`src/rtl/fifo_shift_ctrl.sv`:
```
// fifo_shift_ctrl: drives an external 8-bit synchronous fifo_shift as a
// one-line pixel delay. Each frame it drains the FIFO (FLUSH), pre-fills one
// line of IMG_WIDTH pixels (FILL), then writes and reads in lock-step on every
// valid pixel (SHIFT). The current pixel is emitted next to the pixel from the
// same column one line earlier.
// Optional feature macro: FIFO_SHIFT_CTRL_LVL_CHK_EN (FIFO water-level check
// on SHIFT writes, reported on err_lvl; tied 0 when undefined).
//
// Handshake: pix_vld is a pure valid with no ready. Every cycle with pix_vld=1
// carries one pixel that is either consumed (FILL/SHIFT) or dropped
// (IDLE/FLUSH/frame-start cycle); the controller never stalls the source.
module fifo_shift_ctrl #(
  parameter int IMG_WIDTH = 640,
  parameter int DATA_W    = 8,
  parameter int DEPTH_W   = 10
) (
  input  logic              clk,
  input  logic              rst_n,
  input  logic              vs_i,
  input  logic              pix_vld,
  input  logic [DATA_W-1:0] pix_data,
  output logic              fifo_wr_en,
  output logic [DATA_W-1:0] fifo_wr_data,
  output logic              fifo_rd_en,
  input  logic [DATA_W-1:0] fifo_rd_data,
  input  logic              fifo_full,
  input  logic              fifo_empty,
  input  logic [DEPTH_W:0]  fifo_water_level,
  output logic              out_vld,
  output logic [DATA_W-1:0] out_cur,
  output logic [DATA_W-1:0] out_dly,
  output logic              out_eol,
  output logic              busy_flush,
  output logic              err_ovf,
  output logic              err_udf,
  output logic              err_lvl,
  output logic [1:0]        dbg_state
);

  localparam int COL_W = (IMG_WIDTH > 1) ? $clog2(IMG_WIDTH) : 1;
  localparam logic [COL_W-1:0] COL_LAST = COL_W'(IMG_WIDTH - 1);

  typedef enum logic [1:0] {
    ST_IDLE  = 2'd0,
    ST_FLUSH = 2'd1,
    ST_FILL  = 2'd2,
    ST_SHIFT = 2'd3
  } state_t;

  state_t            state_q, state_d;
  logic              vs_q;
  logic              vs_edge;
  logic [COL_W-1:0]  col_q, col_d;
  logic              wr_en, rd_en, shift_vld;
  logic              out_vld_q, out_vld_d;
  logic [DATA_W-1:0] out_cur_q, out_cur_d;
  logic              out_eol_q, out_eol_d;
  logic              err_ovf_q, err_ovf_d;
  logic              err_udf_q, err_udf_d;

  // Frame start detect and FSM next-state / FIFO enables / column counter.
  always_comb begin
    state_d   = state_q;
    col_d     = col_q;
    wr_en     = 1'b0;
    rd_en     = 1'b0;
    shift_vld = 1'b0;
    vs_edge   = vs_i & ~vs_q;
    if (vs_edge) begin
      // The pixel in the edge cycle is dropped; no FIFO access this cycle.
      state_d = ST_FLUSH;
      col_d   = '0;
    end else begin
      case (state_q)
        ST_IDLE: begin
          state_d = ST_IDLE;
        end
        ST_FLUSH: begin
          rd_en = ~fifo_empty;
          if (fifo_empty) state_d = ST_FILL;
        end
        ST_FILL: begin
          if (pix_vld) begin
            wr_en = 1'b1;
            if (col_q == COL_LAST) begin
              col_d   = '0;
              state_d = ST_SHIFT;
            end else begin
              col_d = col_q + COL_W'(1);
            end
          end
        end
        ST_SHIFT: begin
          if (pix_vld) begin
            wr_en     = 1'b1;
            rd_en     = 1'b1;
            shift_vld = 1'b1;
            col_d     = (col_q == COL_LAST) ? '0 : col_q + COL_W'(1);
          end
        end
        default: state_d = ST_IDLE;
      endcase
    end
    // No FIFO traffic while reset is asserted, whatever state the flops hold.
    if (!rst_n) begin
      wr_en     = 1'b0;
      rd_en     = 1'b0;
      shift_vld = 1'b0;
    end
  end

  // Output pipeline and sticky error flag next values.
  always_comb begin
    out_vld_d = shift_vld;
    out_cur_d = pix_data;
    out_eol_d = shift_vld & (col_q == COL_LAST);
    err_ovf_d = err_ovf_q | (wr_en & fifo_full);
    err_udf_d = err_udf_q | (shift_vld & fifo_empty);
  end

  // State, counter and output registers with synchronous active-low reset.
  always_ff @(posedge clk) begin
    if (!rst_n) begin
      state_q   <= ST_IDLE;
      vs_q      <= 1'b0;
      col_q     <= '0;
      out_vld_q <= 1'b0;
      out_cur_q <= '0;
      out_eol_q <= 1'b0;
      err_ovf_q <= 1'b0;
      err_udf_q <= 1'b0;
    end else begin
      state_q   <= state_d;
      vs_q      <= vs_i;
      col_q     <= col_d;
      out_vld_q <= out_vld_d;
      out_cur_q <= out_cur_d;
      out_eol_q <= out_eol_d;
      err_ovf_q <= err_ovf_d;
      err_udf_q <= err_udf_d;
    end
  end

`ifdef FIFO_SHIFT_CTRL_LVL_CHK_EN
  localparam logic [DEPTH_W:0] LVL_REF = (DEPTH_W + 1)'(IMG_WIDTH);

  logic lvl_chk_q, lvl_chk_d;
  logic err_lvl_q, err_lvl_d;

  // The level is compared one cycle after each SHIFT write so the FIFO's
  // water level has settled.
  always_comb begin
    lvl_chk_d = shift_vld;
    err_lvl_d = err_lvl_q | (lvl_chk_q & (fifo_water_level != LVL_REF));
  end

  // Level-check pipeline and sticky flag.
  always_ff @(posedge clk) begin
    if (!rst_n) begin
      lvl_chk_q <= 1'b0;
      err_lvl_q <= 1'b0;
    end else begin
      lvl_chk_q <= lvl_chk_d;
      err_lvl_q <= err_lvl_d;
    end
  end

  assign err_lvl = err_lvl_q;
`else
  logic unused_water_level;
  assign unused_water_level = ^fifo_water_level;
  assign err_lvl            = 1'b0;
`endif

  assign fifo_wr_en   = wr_en;
  assign fifo_wr_data = pix_data;
  assign fifo_rd_en   = rd_en;
  assign out_vld      = out_vld_q;
  assign out_cur      = out_cur_q;
  // FIFO read latency is one cycle, so its output lines up with out_vld.
  assign out_dly      = fifo_rd_data;
  assign out_eol      = out_eol_q;
  assign busy_flush   = (state_q == ST_FLUSH);
  assign err_ovf      = err_ovf_q;
  assign err_udf      = err_udf_q;
  assign dbg_state    = state_q;

endmodule
```
`config.mk`:
```
export PLATFORM = sky130hd
export DESIGN_NAME = fifo_shift_ctrl
export DESIGN_NICKNAME = d
export VERILOG_FILES = /design/src/rtl/fifo_shift_ctrl.sv
export SDC_FILE = /design/constraint.sdc
export NUM_CORES = 1
export LEC_CHECK = 0
export ABC_AREA = 1
export BUFFER_PORTS_ARGS = -buffer_cell sky130_fd_sc_hd__buf_2
export CAP_MARGIN = 10
export CORE_MARGIN = 2
export CORE_UTILIZATION = 48
export DETAILED_ROUTE_END_ITERATION = 12
export PLACE_DENSITY = 0.84
export SYNTH_ARGS = -nofsm -noshare
export SYNTH_HDL_FRONTEND = slang
export SYNTH_SLANG_ARGS = --single-unit
```
`constraint.sdc`:
```
create_clock -name clk -period 2.3 [get_ports clk]
set_input_delay 0.23 -clock clk [delete_from_list [all_inputs] [get_ports clk]]
set_output_delay 0.23 -clock clk [all_outputs]
set_load 0.01 [all_outputs]
```
==> results of run 1 <==
## metrics by stage
| stage | instances | setup WS (ns) |
|---|---|---|
| 2_1_floorplan | 172 | 0.792 |
| 3_3_place_gp | 222 | 0.701 |
| 3_5_place_dp | 222 | 0.677 |
| 4_1_cts | 226 | 0.420 |
| 5_1_grt | 226 | 0.267 |
| 6_report | 226 | 0.443 |
## worst reg2reg max path, cell delays in order (launching register included)
cell and delay, ns:
sky130_fd_sc_hd__dfxtp_1 0.43, sky130_fd_sc_hd__inv_1 0.10, sky130_fd_sc_hd__ha_1 0.30, sky130_fd_sc_hd__o21ai_4 0.23, sky130_fd_sc_hd__nor2_2 0.07, sky130_fd_sc_hd__nand2_2 0.08
sky130_fd_sc_hd__inv_2 0.06, sky130_fd_sc_hd__a21oi_4 0.15, sky130_fd_sc_hd__o21ai_1 0.09, sky130_fd_sc_hd__nor2_1 0.08
## worst min path at each step
stage | to | from | cells past startpoint
floorplan | vs_q$_SDFF_PN0_ | vs_i | 2
global placement | out_cur[6]$_SDFF_PN0_ | pix_data[6] | 3
detailed placement | out_cur[4]$_SDFF_PN0_ | pix_data[4] | 3
CTS | out_cur[3]$_SDFF_PN0_ | pix_data[3] | 3
global route | out_cur[3]$_SDFF_PN0_ | pix_data[3] | 3
finish | out_cur[4]$_SDFF_PN0_ | pix_data[4] | 3
## power groups by stage
stage / Combinational, W / Sequential (W) / Clock, W
floorplan: 0.0000993 / 0.000470 / 0
global placement: 0.000124 / 0.000464 / 0
global route: 0.000145 / 0.000457 / 0.000223
detailed placement: 0.000126 / 0.000465 / 0
CTS: 0.000127 / 0.000455 / 0.000202
finish: 0.000125 / 0.000455 / 0.000193
## registers in the layout, indices dropped and copies added (netlist names)
name       flops
col_q         10
out_cur        8
dbg_state      2
err_ovf        1
err_udf        1
out_eol        1
out_vld        1
vs_q           1
## routing by layer
metal  share of wire (%)  vias to the layer above  track usage, %
li1                    -                      558               -
met3                 6.1                        4            3.75
met4                0.87                        0            4.88
met1                  44                      456            19.1
met5                   0                        -               0
met2                  49                       29            27.7
## area by class of cell
class	instances	share of cell area, %
Clock buffer	3	1.61
Clock inverter	1	0.358
Inverter	30	8.06
Multi-Input combinational cell	99	37.8
Sequential cell	25	35.8
Tap cell	30	2.69
Timing Repair Buffer	38	13.6
## cells in the final DEF (no fill, tap or decap), types with 2 or more instances in the layout
cell and n:
sky130_fd_sc_hd__inv_2 4, sky130_fd_sc_hd__nand2_2 2, sky130_fd_sc_hd__a21oi_1 11, sky130_fd_sc_hd__o21ai_0 2, sky130_fd_sc_hd__nor3_1 5, sky130_fd_sc_hd__clkbuf_4 3
sky130_fd_sc_hd__ha_1 6, sky130_fd_sc_hd__nor2_2 5, sky130_fd_sc_hd__dfxtp_1 25, sky130_fd_sc_hd__nor2_1 15, sky130_fd_sc_hd__buf_2 38, sky130_fd_sc_hd__nand3_1 9
sky130_fd_sc_hd__inv_1 26, sky130_fd_sc_hd__nand2_1 33
## cells by family after synthesis
kind of cell    after synthesis
simple gates                 74
buf+inv                      48
xor+xnor                      1
other cells                   1
fa+ha+maj                     6
flops                        25
compound gates               17
==> key figures, run 1 <==
Clock network
  • Total number of clock tree sinks: 25
  • Gates resized, CTS repair: 0
  • Post-CTS Setup Bufs: 0
  • Clock latency on the worst-skew pair: 0.31 ns
  • Maximum root-to-sink buffer count: 2
  • TritonCTS clock tree: yes
  • Clock slew seen by the registers of the worst setup and hold paths: 0.14 ns
  • Clock root cell: sky130_fd_sc_hd__clkbuf_4
  • CTS H-tree lvls: 1
  • Total CTS buffers: 3
  • Hold-fix buffers, CTS: 0

Critical path
  • Cell Chain, Critical Path: inv_1 -> ha_1 -> o21ai_4 -> nor2_1 -> buf_2
  • Category of the critical setup timing path: reg2out
  • Worst setup path startpoint: dbg_state[0]$_SDFFE_PN0P_
  • WP buf/inv: 2
  • Nature of the critical path startpoint: flop
  • Endpoint required time on the critical path: 2.07 ns
  • Cell with the largest stage delay on the worst path: sky130_fd_sc_hd__dfxtp_1
  • Critical Path Max Stage Delay: 0.43 ns
  • Arrival time at the worst endpoint: 1.63 ns
  • Capturing element type of the critical path: output port
  • Cell class contributing the biggest share of worst-path delay: flip-flops
  • Instance count on the critical path: 5
  • Critical path peak fanout: 6
  • Reg2reg setup slack: 0.65 ns
  • Endpoint of the most critical register-to-register path: col_q[6]$_SDFFE_PP0N_
  • Reg2Reg Launch Point: dbg_state[0]$_SDFFE_PN0P_
  • Endpoint of the most critical setup path: fifo_wr_en
  • Cells on worst reg2reg path: 9

Routing
  • Drt drc: 0
  • Post-route ant nets: 0
  • Routed len/inst: 9.72 um
  • Vias: 1047
  • Number of vias per cell: 4.63
  • Detailed Route WL: 2200 um
  • Iteration-0 DRC Markers: 18
  • Number of optimization iterations in the first detailed-route pass: 4

Power and ir drop
  • Worst IR Drop VDD: 0.000398 V
  • Net Switching: 0.000210 W
  • Cell Pwr Density: 553 nW/um^2
  • Sequential fraction of design power: 58.9%
  • Cell-internal power: 0.000563 W
  • Total power of the final layout: 0.000773 W
  • Combinational group share of total power: 16.2%
  • Switching share of power: 27.2%
  • Clock Power Share: 24.9%
  • Leak: 0.710 nW

Place
  • Number of input and output port buffers inserted: 38
  • Placed cell areas: 1370 sq um
  • Final GP Congestion: 0.777
  • Final HPWL from detailed placement: 1760 um

Logic synthesis
  • Syn Inst Count: 172
  • Library cell with the highest instance count after synthesis: sky130_fd_sc_hd__nand2_1
  • Count of different cell masters after synthesis: 24
  • Main combinational cell family by area after synthesis: simple AND/OR/NAND/NOR gates
  • Number of storage elements in the synthesis netlist: 25
  • Post-Synth Adder-Cell Area: 5.88%
  • Average footprint of a synthesized cell: 7.42 sq um
  • EDFF count, synth: 0
  • Area leader, netlist: sky130_fd_sc_hd__dfxtp_1
  • Net count after synthesis: 211
  • Post-synthesis cell area: 1280 sq um
  • Cell types with the largest area share after synthesis: sky130_fd_sc_hd__dfxtp_1 39%, sky130_fd_sc_hd__buf_4 11%, sky130_fd_sc_hd__nand2_1 9.7%
  • Count of synthesis-stage warnings from yosys: 0
  • Register area share after synthesis: 39.2%
  • Top-area cell type share of the netlist area: 39.2%
  • Most numerous cell types in the synthesized netlist: 33 x sky130_fd_sc_hd__nand2_1, 26 x sky130_fd_sc_hd__inv_1, 25 x sky130_fd_sc_hd__dfxtp_1
  • Predominant post-synthesis flop cell: sky130_fd_sc_hd__dfxtp_1
  • Proportion of synthesized area in mux cells: 0%
  • XOR/XNOR Fraction of Synth Area: 0.686%
  • Fraction of the mapped netlist area in compound gates: 8.63%
  • Simple-gate share of the synthesized area: 25.9%
  • Share of synthesized registers carrying an async set or reset: 0%

Layout
  • Number of fill cells in the layout: 230
  • Flip-flop and latch area: 500 sq um
  • Utilization after layout: 55.9%
  • Relative area change from synthesis to final layout: 9.41%
  • Footprint of the multi-input gates: 528 sq um
  • Count of nets after finishing: 236
  • Antenna cell count: 0
  • Post-route cell area: 1400 sq um
  • Share of final-layout standard cells stronger than drive strength 1: 29.1%

Timing
  • Final slew viol count: 0
  • Worst clock skew on the final layout: 0.00738 ns
  • Hold WS: 0.103 ns
  • Crit share post-route: 80.7%
  • Setup TNS: 0 ns
  • Fmax: 538 MHz
  • Final Hold Violating Endpoints: 0
  • Unrepaired setup endpoints after global routing: false
  • Total of endpoints with negative setup slack in the final report: 0
  • Post-layout minimum cycle time: 1.86 ns

Die
  • Effective utilization at floorplan: 51.1%
  • Core Rows: 18
  • Core region area: 2500 sq um
  • Die area: 3090 sq um
  • Total I/O pin count: 67
  • Die Span X: 55.6 um
  • Overall die height: 55.6 um

GRT
  • Initial antenna violation count: 0
  • Number of global-route vias before repair: 999
  • Total GRT Usage: 15.8%
  • Largest net degree at the start of global routing: 15
  • Wire length of the first global-routing pass: 4040 um
  • Overall overflow remaining after global route: 0

Outcome
  • Status: complete, no violations

Flow run
  • Maximum Capacitance Violations: 0

Hold path
  • Hold WC Path Type: in2reg
No activity file was read; power rests on OpenSTA's default activity.
==> inputs of run 2 (changes only) <==
--- a/config.mk
+++ b/config.mk
@@ -9,9 +9,9 @@
 export BUFFER_PORTS_ARGS = -buffer_cell sky130_fd_sc_hd__buf_2
 export CAP_MARGIN = 10
 export CORE_MARGIN = 2
-export CORE_UTILIZATION = 48
+export CORE_UTILIZATION = 44
 export DETAILED_ROUTE_END_ITERATION = 12
-export PLACE_DENSITY = 0.84
+export PLACE_DENSITY = 0.78
 export SYNTH_ARGS = -nofsm -noshare
 export SYNTH_HDL_FRONTEND = slang
 export SYNTH_SLANG_ARGS = --single-unit
==> constraint.sdc (replaced) <==
create_clock -name clk -period 1.9 [get_ports clk]
set_input_delay 0.19 -clock clk [delete_from_list [all_inputs] [get_ports clk]]
set_output_delay 0.19 -clock clk [all_outputs]
set_load 0.01 [all_outputs]
==> key figures, run 2 (same netlist as run 1, synthesis figures left out) <==
Outcome
  • Status: complete, no violations (unchanged)

Critical path
  • Nature of the critical path startpoint: flop (unchanged)
  • Cell with the largest stage delay on the worst path: sky130_fd_sc_hd__dfxtp_1 (unchanged)
  • Cell Chain, Critical Path: inv_1 -> ha_2 -> o21ai_4 -> nor2_1 -> buf_2 (was inv_1 -> ha_1 -> o21ai_4 -> nor2_1 -> buf_2)
  • Capturing element type of the critical path: output port (unchanged)
  • Arrival time at the worst endpoint: 1.54 ns (was 1.63 ns)
  • Critical path peak fanout: 6 (unchanged)
  • Cells on worst reg2reg path: 11 (was 9)
  • WP buf/inv: 2 (unchanged)
  • Category of the critical setup timing path: reg2out (unchanged)
  • Cell class contributing the biggest share of worst-path delay: flip-flops (unchanged)
  • Instance count on the critical path: 5 (unchanged)
  • Critical Path Max Stage Delay: 0.42 ns (was 0.43 ns)
  • Endpoint required time on the critical path: 1.71 ns (was 2.07 ns)

Routing
  • Number of optimization iterations in the first detailed-route pass: 4 (unchanged)
  • Routed len/inst: 9.05 um (was 9.72 um)
  • Drt drc: 0 (unchanged)
  • Met3 wire len: 180 um (was 133 um)
  • Number of vias per cell: 4.55 (was 4.63)
  • Iteration-0 DRC Markers: 16 (was 18)
  • Met1 wire length: 971 um (was 976 um)
  • Detailed Route WL: 2060 um (was 2200 um)
  • Post-route ant nets: 0 (unchanged)
  • Vias: 1038 (was 1047)
  • Amount of wire on met2 after detailed routing: 870 um (was 1070 um)
  • Top sig layer: met4 (unchanged)

Clock network
  • Clock slew seen by the registers of the worst setup and hold paths: 0.15 ns (was 0.14 ns)
  • Maximum root-to-sink buffer count: 2 (unchanged)
  • TritonCTS clock tree: yes (unchanged)
  • Clock root cell: sky130_fd_sc_hd__clkbuf_4 (unchanged)
  • Total number of clock tree sinks: 25 (unchanged)
  • Total CTS buffers: 3 (unchanged)
  • CTS H-tree lvls: 1 (unchanged)
  • Clock latency on the worst-skew pair: 0.33 ns (was 0.31 ns)

Power and ir drop
  • Cell Pwr Density: 681 nW/um^2 (was 553 nW/um^2)
  • Worst IR Drop VDD: 0.000517 V (was 0.000398 V)
  • Leak: 0.714 nW (was 0.710 nW)

Timing
  • Total of endpoints with negative setup slack in the final report: 0 (unchanged)
  • Hold WS: 0.0370 ns (was 0.103 ns)
  • Fmax: 578 MHz
  • Crit share post-route: 91.0%
  • Least setup slack across all paths after layout: 0.171 ns (was 0.443 ns)
  • Unrepaired setup endpoints after global routing: false (unchanged)
  • Final Hold Violating Endpoints: 0 (unchanged)
  • Setup TNS: 0 ns (unchanged)
  • Post-layout minimum cycle time: 1.73 ns
  • Final slew viol count: 0 (unchanged)
  • Worst clock skew on the final layout: 0.00968 ns (was 0.00738 ns)

Place
  • Final GP Congestion: 0.780 (was 0.777)
  • Number of input and output port buffers inserted: 38 (unchanged)
  • Worst slack at placement: 0.268 ns (was 0.677 ns)
  • Number of placed cells counting well taps: 223 (was 222)
  • Final HPWL from detailed placement: 1660 um (was 1760 um)

Layout
  • Antenna cell count: 0 (unchanged)
  • Relative area change from synthesis to final layout: 10.6% (was 9.41%)
  • Final instance count without filler cells: 228 (was 226)
  • Number of fill cells in the layout: 272 (was 230)
  • Share of final-layout standard cells stronger than drive strength 1: 29.9% (was 29.1%)
  • Flip-flop and latch area: 500 sq um (unchanged)
  • Commonest cells after routing, fill and taps aside: 38 x sky130_fd_sc_hd__buf_2, 33 x sky130_fd_sc_hd__nand2_1, 26 x sky130_fd_sc_hd__inv_1, 25 x sky130_fd_sc_hd__dfxtp_1, 15 x sky130_fd_sc_hd__nor2_1 (unchanged)
  • Count of nets after finishing: 237 (was 236)
  • Footprint of the multi-input gates: 531 sq um (was 528 sq um)
  • Most common cell after layout, fill and taps aside: sky130_fd_sc_hd__buf_2 (unchanged)
  • Top register by number of flip-flops: col_q (unchanged)
  • Flip-flop count of the largest register after layout: 10 (unchanged)

Flow run
  • Maximum Capacitance Violations: 0 (unchanged)

Die
  • Core Rows: 19 (was 18)
  • Die Span X: 57.9 um (was 55.6 um)
  • Effective utilization at floorplan: 46.3% (was 51.1%)
  • Core region area: 2760 sq um (was 2500 sq um)
  • Total I/O pin count: 67 (unchanged)
  • Overall die height: 57.9 um (was 55.6 um)
  • Die area: 3350 sq um (was 3090 sq um)

Hold path
  • Number of stages on the worst hold path: 3 (unchanged)
  • Hold WC Path Type: in2reg (unchanged)

GRT
  • Largest net degree at the start of global routing: 17 (was 15)
  • Total GRT Usage: 13.8% (was 15.8%)
  • Wire length of the first global-routing pass: 3620 um (was 4040 um)
  • Number of global-route vias before repair: 915 (was 999)
  • Initial antenna violation count: 0 (unchanged)
  • Overall overflow remaining after global route: 0 (unchanged)
==> run 2: cell count changes in the layout (fill, tap and decap cells not counted), sizes merged <==
cell    previous run  this run
inv               30        31
buf               38        39
clkinv             1         0
==> run 2: path summary, 6_finish.rpt <==
kind                             startpoint                    end  slack, ns
setup / recovery  dbg_state[0]$_SDFFE_PN0P_             fifo_wr_en       0.17
hold reg to reg          err_ovf$_SDFF_PN0_     err_ovf$_SDFF_PN0_       0.45
hold / removal                  pix_data[5]  out_cur[5]$_SDFF_PN0_       0.04
setup reg to reg  dbg_state[0]$_SDFFE_PN0P_  col_q[9]$_SDFFE_PP0N_       0.32
==> run 2: area by class of cell <==
cell class	count	share of cell area [%]
repair buffers	39	14.0
clock inverters	1	0.621
flip-flops and latches	25	35.5
inverters	30	7.98
clock buffers	3	1.60
multi-input cells	99	37.6
well taps	31	2.75
==> run 2: timing repair <==
item                       CTS  global route
buffers inserted             0             1
setup endpoints to repair    0             1
hold buffers                 0             0
gates resized for setup      0             1
==> run 2: power breakdown <==
part | switching (W) | internal [W] | total (W)
logic | 0.0000899 | 0.0000640 | 0.000154
registers | 0.00000960 | 0.000541 | 0.000550
clock network | 0.000171 | 0.0000858 | 0.000257
==> run 2: through the flow <==
stage / utilization, % / instance area, sq um / power, W
6_report: 51.2 / 1410 / 0.000961
5_1_grt: 51.2 / 1410 / 0.00102
3_3_place_gp: 49.7 / 1370 / 0.000713
3_5_place_dp: 49.7 / 1370 / 0.000714
4_1_cts: 50.8 / 1400 / 0.000970
2_1_floorplan: - / 1280 / 0.000689
==> run 2: metal layers <==
metal | up-vias | GRT usage, %
met3 | 5 | 4.24
met1 | 434 | 17.3
li1 | 560 | -
met4 | 0 | 5.98
met2 | 39 | 21.9
met5 | - | 0
==> run 2: worst reg2reg max path, cell delays in order, from the launching register on <==
cell	delay (ns)
sky130_fd_sc_hd__dfxtp_1	0.37
sky130_fd_sc_hd__inv_1	0.11
sky130_fd_sc_hd__ha_2	0.27
sky130_fd_sc_hd__o21ai_4	0.10
sky130_fd_sc_hd__buf_4	0.15
sky130_fd_sc_hd__nor2_2	0.11
sky130_fd_sc_hd__nand2_2	0.08
sky130_fd_sc_hd__nor2_2	0.10
sky130_fd_sc_hd__nand2_1	0.08
sky130_fd_sc_hd__nand2_1	0.06
sky130_fd_sc_hd__nand2_1	0.04
sky130_fd_sc_hd__nor2_1	0.08
==> inputs of run 3 (changes only) <==
--- a/config.mk
+++ b/config.mk
@@ -5,11 +5,11 @@
 export SDC_FILE = /design/constraint.sdc
 export NUM_CORES = 1
 export LEC_CHECK = 0
-export ABC_AREA = 1
+export ABC_AREA = 0
 export BUFFER_PORTS_ARGS = -buffer_cell sky130_fd_sc_hd__buf_2
 export CAP_MARGIN = 10
 export CORE_MARGIN = 2
-export CORE_UTILIZATION = 44
+export CORE_UTILIZATION = 43
 export DETAILED_ROUTE_END_ITERATION = 12
 export PLACE_DENSITY = 0.78
 export SYNTH_ARGS = -nofsm -noshare
==> key figures, run 3 <==
Clock network
  • Total CTS buffers: 3 (unchanged)
  • Clock latency on the worst-skew pair: 0.34 ns (was 0.33 ns)
  • Post-CTS Setup Bufs: 0 (unchanged)
  • Clock slew seen by the registers of the worst setup and hold paths: 0.16 ns (was 0.15 ns)
  • CTS H-tree lvls: 1 (unchanged)
  • Maximum root-to-sink buffer count: 2 (unchanged)
  • TritonCTS clock tree: yes (unchanged)
  • Clock root cell: sky130_fd_sc_hd__clkbuf_4 (unchanged)
  • Total number of clock tree sinks: 25 (unchanged)
  • Hold-fix buffers, CTS: 0 (unchanged)

Logic synthesis
  • Count of synthesis-stage warnings from yosys: 0 (unchanged)
  • Area leader, netlist: sky130_fd_sc_hd__dfxtp_1 (unchanged)
  • Syn Inst Count: 131 (was 172)
  • Library cell with the highest instance count after synthesis: sky130_fd_sc_hd__dfxtp_1 (was sky130_fd_sc_hd__nand2_1)
  • Register area share after synthesis: 41.8% (was 39.2%)
  • Most numerous cell types in the synthesized netlist: 25 x sky130_fd_sc_hd__dfxtp_1, 17 x sky130_fd_sc_hd__buf_4, 15 x sky130_fd_sc_hd__nor2_1 (was 33 x sky130_fd_sc_hd__nand2_1, 26 x sky130_fd_sc_hd__inv_1, 25 x sky130_fd_sc_hd__dfxtp_1)
  • Share of synthesized registers carrying an async set or reset: 0% (unchanged)
  • Net count after synthesis: 170 (was 211)
  • Post-synthesis cell area: 1200 sq um (was 1280 sq um)
  • EDFF count, synth: 0 (unchanged)
  • Count of different cell masters after synthesis: 31 (was 24)
  • Number of storage elements in the synthesis netlist: 25 (unchanged)
  • Average footprint of a synthesized cell: 9.15 sq um (was 7.42 sq um)
  • Top-area cell type share of the netlist area: 41.8% (was 39.2%)
  • Cell types with the largest area share after synthesis: sky130_fd_sc_hd__dfxtp_1 42%, sky130_fd_sc_hd__buf_4 11%, sky130_fd_sc_hd__ha_1 6.3% (was sky130_fd_sc_hd__dfxtp_1 39%, sky130_fd_sc_hd__buf_4 11%, sky130_fd_sc_hd__nand2_1 9.7%)
  • Predominant post-synthesis flop cell: sky130_fd_sc_hd__dfxtp_1 (unchanged)

Routing
  • Vias: 951 (was 1038)
  • Number of vias per cell: 5.09 (was 4.55)
  • Amount of wire on met2 after detailed routing: 1190 um (was 870 um)
  • Met1 wire length: 972 um (was 971 um)
  • Top sig layer: met4 (unchanged)
  • Iteration-0 DRC Markers: 5 (was 16)
  • Detailed Route WL: 2320 um (was 2060 um)
  • Routed len/inst: 12.4 um (was 9.05 um)
  • Met3 wire len: 110 um (was 180 um)
  • Drt drc: 0 (unchanged)
  • Post-route ant nets: 0 (unchanged)
  • Number of optimization iterations in the first detailed-route pass: 4 (unchanged)

Timing
  • Worst clock skew on the final layout: 0.0259 ns (was 0.00968 ns)
  • Final Hold Violating Endpoints: 0 (unchanged)
  • Total of endpoints with negative setup slack in the final report: 0 (unchanged)
  • Crit share post-route: 92.9% (was 91.0%)
  • Final slew viol count: 0 (unchanged)
  • Setup TNS: 0 ns (unchanged)
  • Post-layout minimum cycle time: 1.77 ns (was 1.73 ns)
  • Fmax: 567 MHz (was 578 MHz)

Critical path
  • WP buf/inv: 0 (was 2)
  • Critical Path Max Stage Delay: 0.46 ns (was 0.42 ns)
  • Capturing element type of the critical path: flop (was output port)
  • Category of the critical setup timing path: reg2reg (was reg2out)
  • Arrival time at the worst endpoint: 1.98 ns (was 1.54 ns)
  • Cell Chain, Critical Path: ha_1 -> o2111ai_1 -> o31ai_4 -> nor2_1 (was inv_1 -> ha_2 -> o21ai_4 -> nor2_1 -> buf_2)
  • Cell class contributing the biggest share of worst-path delay: compound AO/OA/AOI/OAI gates (was flip-flops)
  • Endpoint required time on the critical path: 2.11 ns (was 1.71 ns)
  • Nature of the critical path startpoint: flop (unchanged)
  • Cell with the largest stage delay on the worst path: sky130_fd_sc_hd__dfxtp_1 (unchanged)
  • Critical path peak fanout: 6 (unchanged)

Die
  • Overall die height: 56.8 um (was 57.9 um)
  • Effective utilization at floorplan: 44.2% (was 46.3%)
  • Die Span X: 56.8 um (was 57.9 um)
  • Total I/O pin count: 67 (unchanged)
  • Die area: 3230 sq um (was 3350 sq um)
  • Core region area: 2710 sq um (was 2760 sq um)
  • Core Rows: 19 (unchanged)

Place
  • Final GP Congestion: 0.811 (was 0.780)
  • Final HPWL from detailed placement: 1840 um (was 1660 um)
  • Placed cell areas: 1300 sq um (was 1370 sq um)
  • Number of input and output port buffers inserted: 38 (unchanged)
  • Number of placed cells counting well taps: 183 (was 223)

GRT
  • Overall overflow remaining after global route: 0 (unchanged)
  • Total GRT Usage: 15.2% (was 13.8%)
  • Largest net degree at the start of global routing: 17 (unchanged)
  • Initial antenna violation count: 0 (unchanged)
  • Wire length of the first global-routing pass: 3880 um (was 3620 um)
  • Number of global-route vias before repair: 959 (was 915)

Layout
  • Top register by number of flip-flops: col_q (unchanged)
  • Commonest cells after routing, fill and taps aside: 38 x sky130_fd_sc_hd__buf_2, 24 x sky130_fd_sc_hd__dfxtp_1, 15 x sky130_fd_sc_hd__nor2_1, 10 x sky130_fd_sc_hd__and2_1 (was 38 x sky130_fd_sc_hd__buf_2, 33 x sky130_fd_sc_hd__nand2_1, 26 x sky130_fd_sc_hd__inv_1, 25 x sky130_fd_sc_hd__dfxtp_1, 15 x sky130_fd_sc_hd__nor2_1)
  • Number of fill cells in the layout: 257 (was 272)
  • Share of final-layout standard cells stronger than drive strength 1: 32.7% (was 29.9%)
  • Footprint of the multi-input gates: 561 sq um (was 531 sq um)
  • Flip-flop count of the largest register after layout: 10 (unchanged)
  • Flip-flop and latch area: 502 sq um (was 500 sq um)
  • Count of nets after finishing: 196 (was 237)
  • Relative area change from synthesis to final layout: 12.8% (was 10.6%)
  • Most common cell after layout, fill and taps aside: sky130_fd_sc_hd__buf_2 (unchanged)
  • Antenna cell count: 0 (unchanged)
  • Post-route cell area: 1350 sq um (was 1410 sq um)
  • Final instance count without filler cells: 187 (was 228)

Power and ir drop
  • Worst IR Drop VDD: 0.000396 V (was 0.000517 V)
  • Cell Pwr Density: 686 nW/um^2 (was 681 nW/um^2)
  • Total power of the final layout: 0.000928 W (was 0.000961 W)
  • Leak: 0.583 nW (was 0.714 nW)

Hold path
  • Hold WC Path Type: in2reg (unchanged)

Outcome
  • Status: complete, no violations (unchanged)

Flow run
  • Maximum Capacitance Violations: 0 (unchanged)
## run 3: stage by stage
| step | setup WS (ns) | hold slack (ns) | util (%) |
|---|---|---|---|
| after floorplan | 0.321 | 0.312 | - |
| after global placement | 0.280 | 0.380 | 48.1 |
| after detailed placement | 0.170 | 0.380 | 48.1 |
| after CTS | 0.0847 | 0.0605 | 49.3 |
| after global routing | -0.00738 | 0.0465 | 49.9 |
| final | 0.135 | 0.0538 | 49.9 |
## run 3: kinds of logic after synthesis
family / after synthesis / synth area share [%]
adders and majority gates: 6 / 6.26
other: 1 / 0.313
buffers and inverters: 24 / 12.8
DFF: 25 / 41.8
xor gates and xnor gates: 7 / 5.11
and+or+nand+nor: 49 / 21.3
AOI/OAI and AO/OA: 19 / 12.4
## run 3: final timing paths
check	to	slack [ns]	from	cells after the start
setup / recovery	col_q[7]$_SDFFE_PP0N_	0.13	dbg_state[1]$_SDFFE_PP0P_	4
hold / removal	out_cur[6]$_SDFF_PN0_	0.05	pix_data[6]	2
setup reg to reg	col_q[7]$_SDFFE_PP0N_	0.13	dbg_state[1]$_SDFFE_PP0P_	4
hold reg to reg	err_udf$_SDFF_PN0_	0.48	err_udf$_SDFF_PN0_	2
## run 3: worst reg2reg max path, stage by stage (launching register included)
cell and delay, ns:
sky130_fd_sc_hd__dfxtp_1 0.46, sky130_fd_sc_hd__ha_1 0.35, sky130_fd_sc_hd__o2111ai_1 0.31, sky130_fd_sc_hd__o31ai_4 0.43, sky130_fd_sc_hd__nor2_1 0.08
## run 3: routing by layer
layer	up-vias	track usage (%)
met1	450	17.1
li1	469	-
met4	0	6.98
met3	5	2.53
met2	27	27.7
met5	-	0
## run 3: power breakdown
group | switching, W | total, W | leakage (nW) | internal (W)
Combinational | 0.0000696 | 0.000123 | 0.360 | 0.0000536
Clock | 0.000173 | 0.000258 | 0.0183 | 0.0000857
Sequential | 0.00000756 | 0.000547 | 0.204 | 0.000539
Total | 0.000250 | 0.000928 | 0.583 | 0.000679
## run 3: what timing repair did
item	4_1_cts	5_1_grt
endpoints found under the setup margin	0	1
hold endpoints to repair	0	0
resized for setup	0	3
## run 3: cell type report
class | count | area share [%]
sequential | 25 | 37.1
timing repair buffer | 39 | 14.6
clock buffer | 3 | 1.67
multi-input combinational | 82 | 41.4
inverter | 6 | 1.67
tap | 31 | 2.87
clock inverter | 1 | 0.648
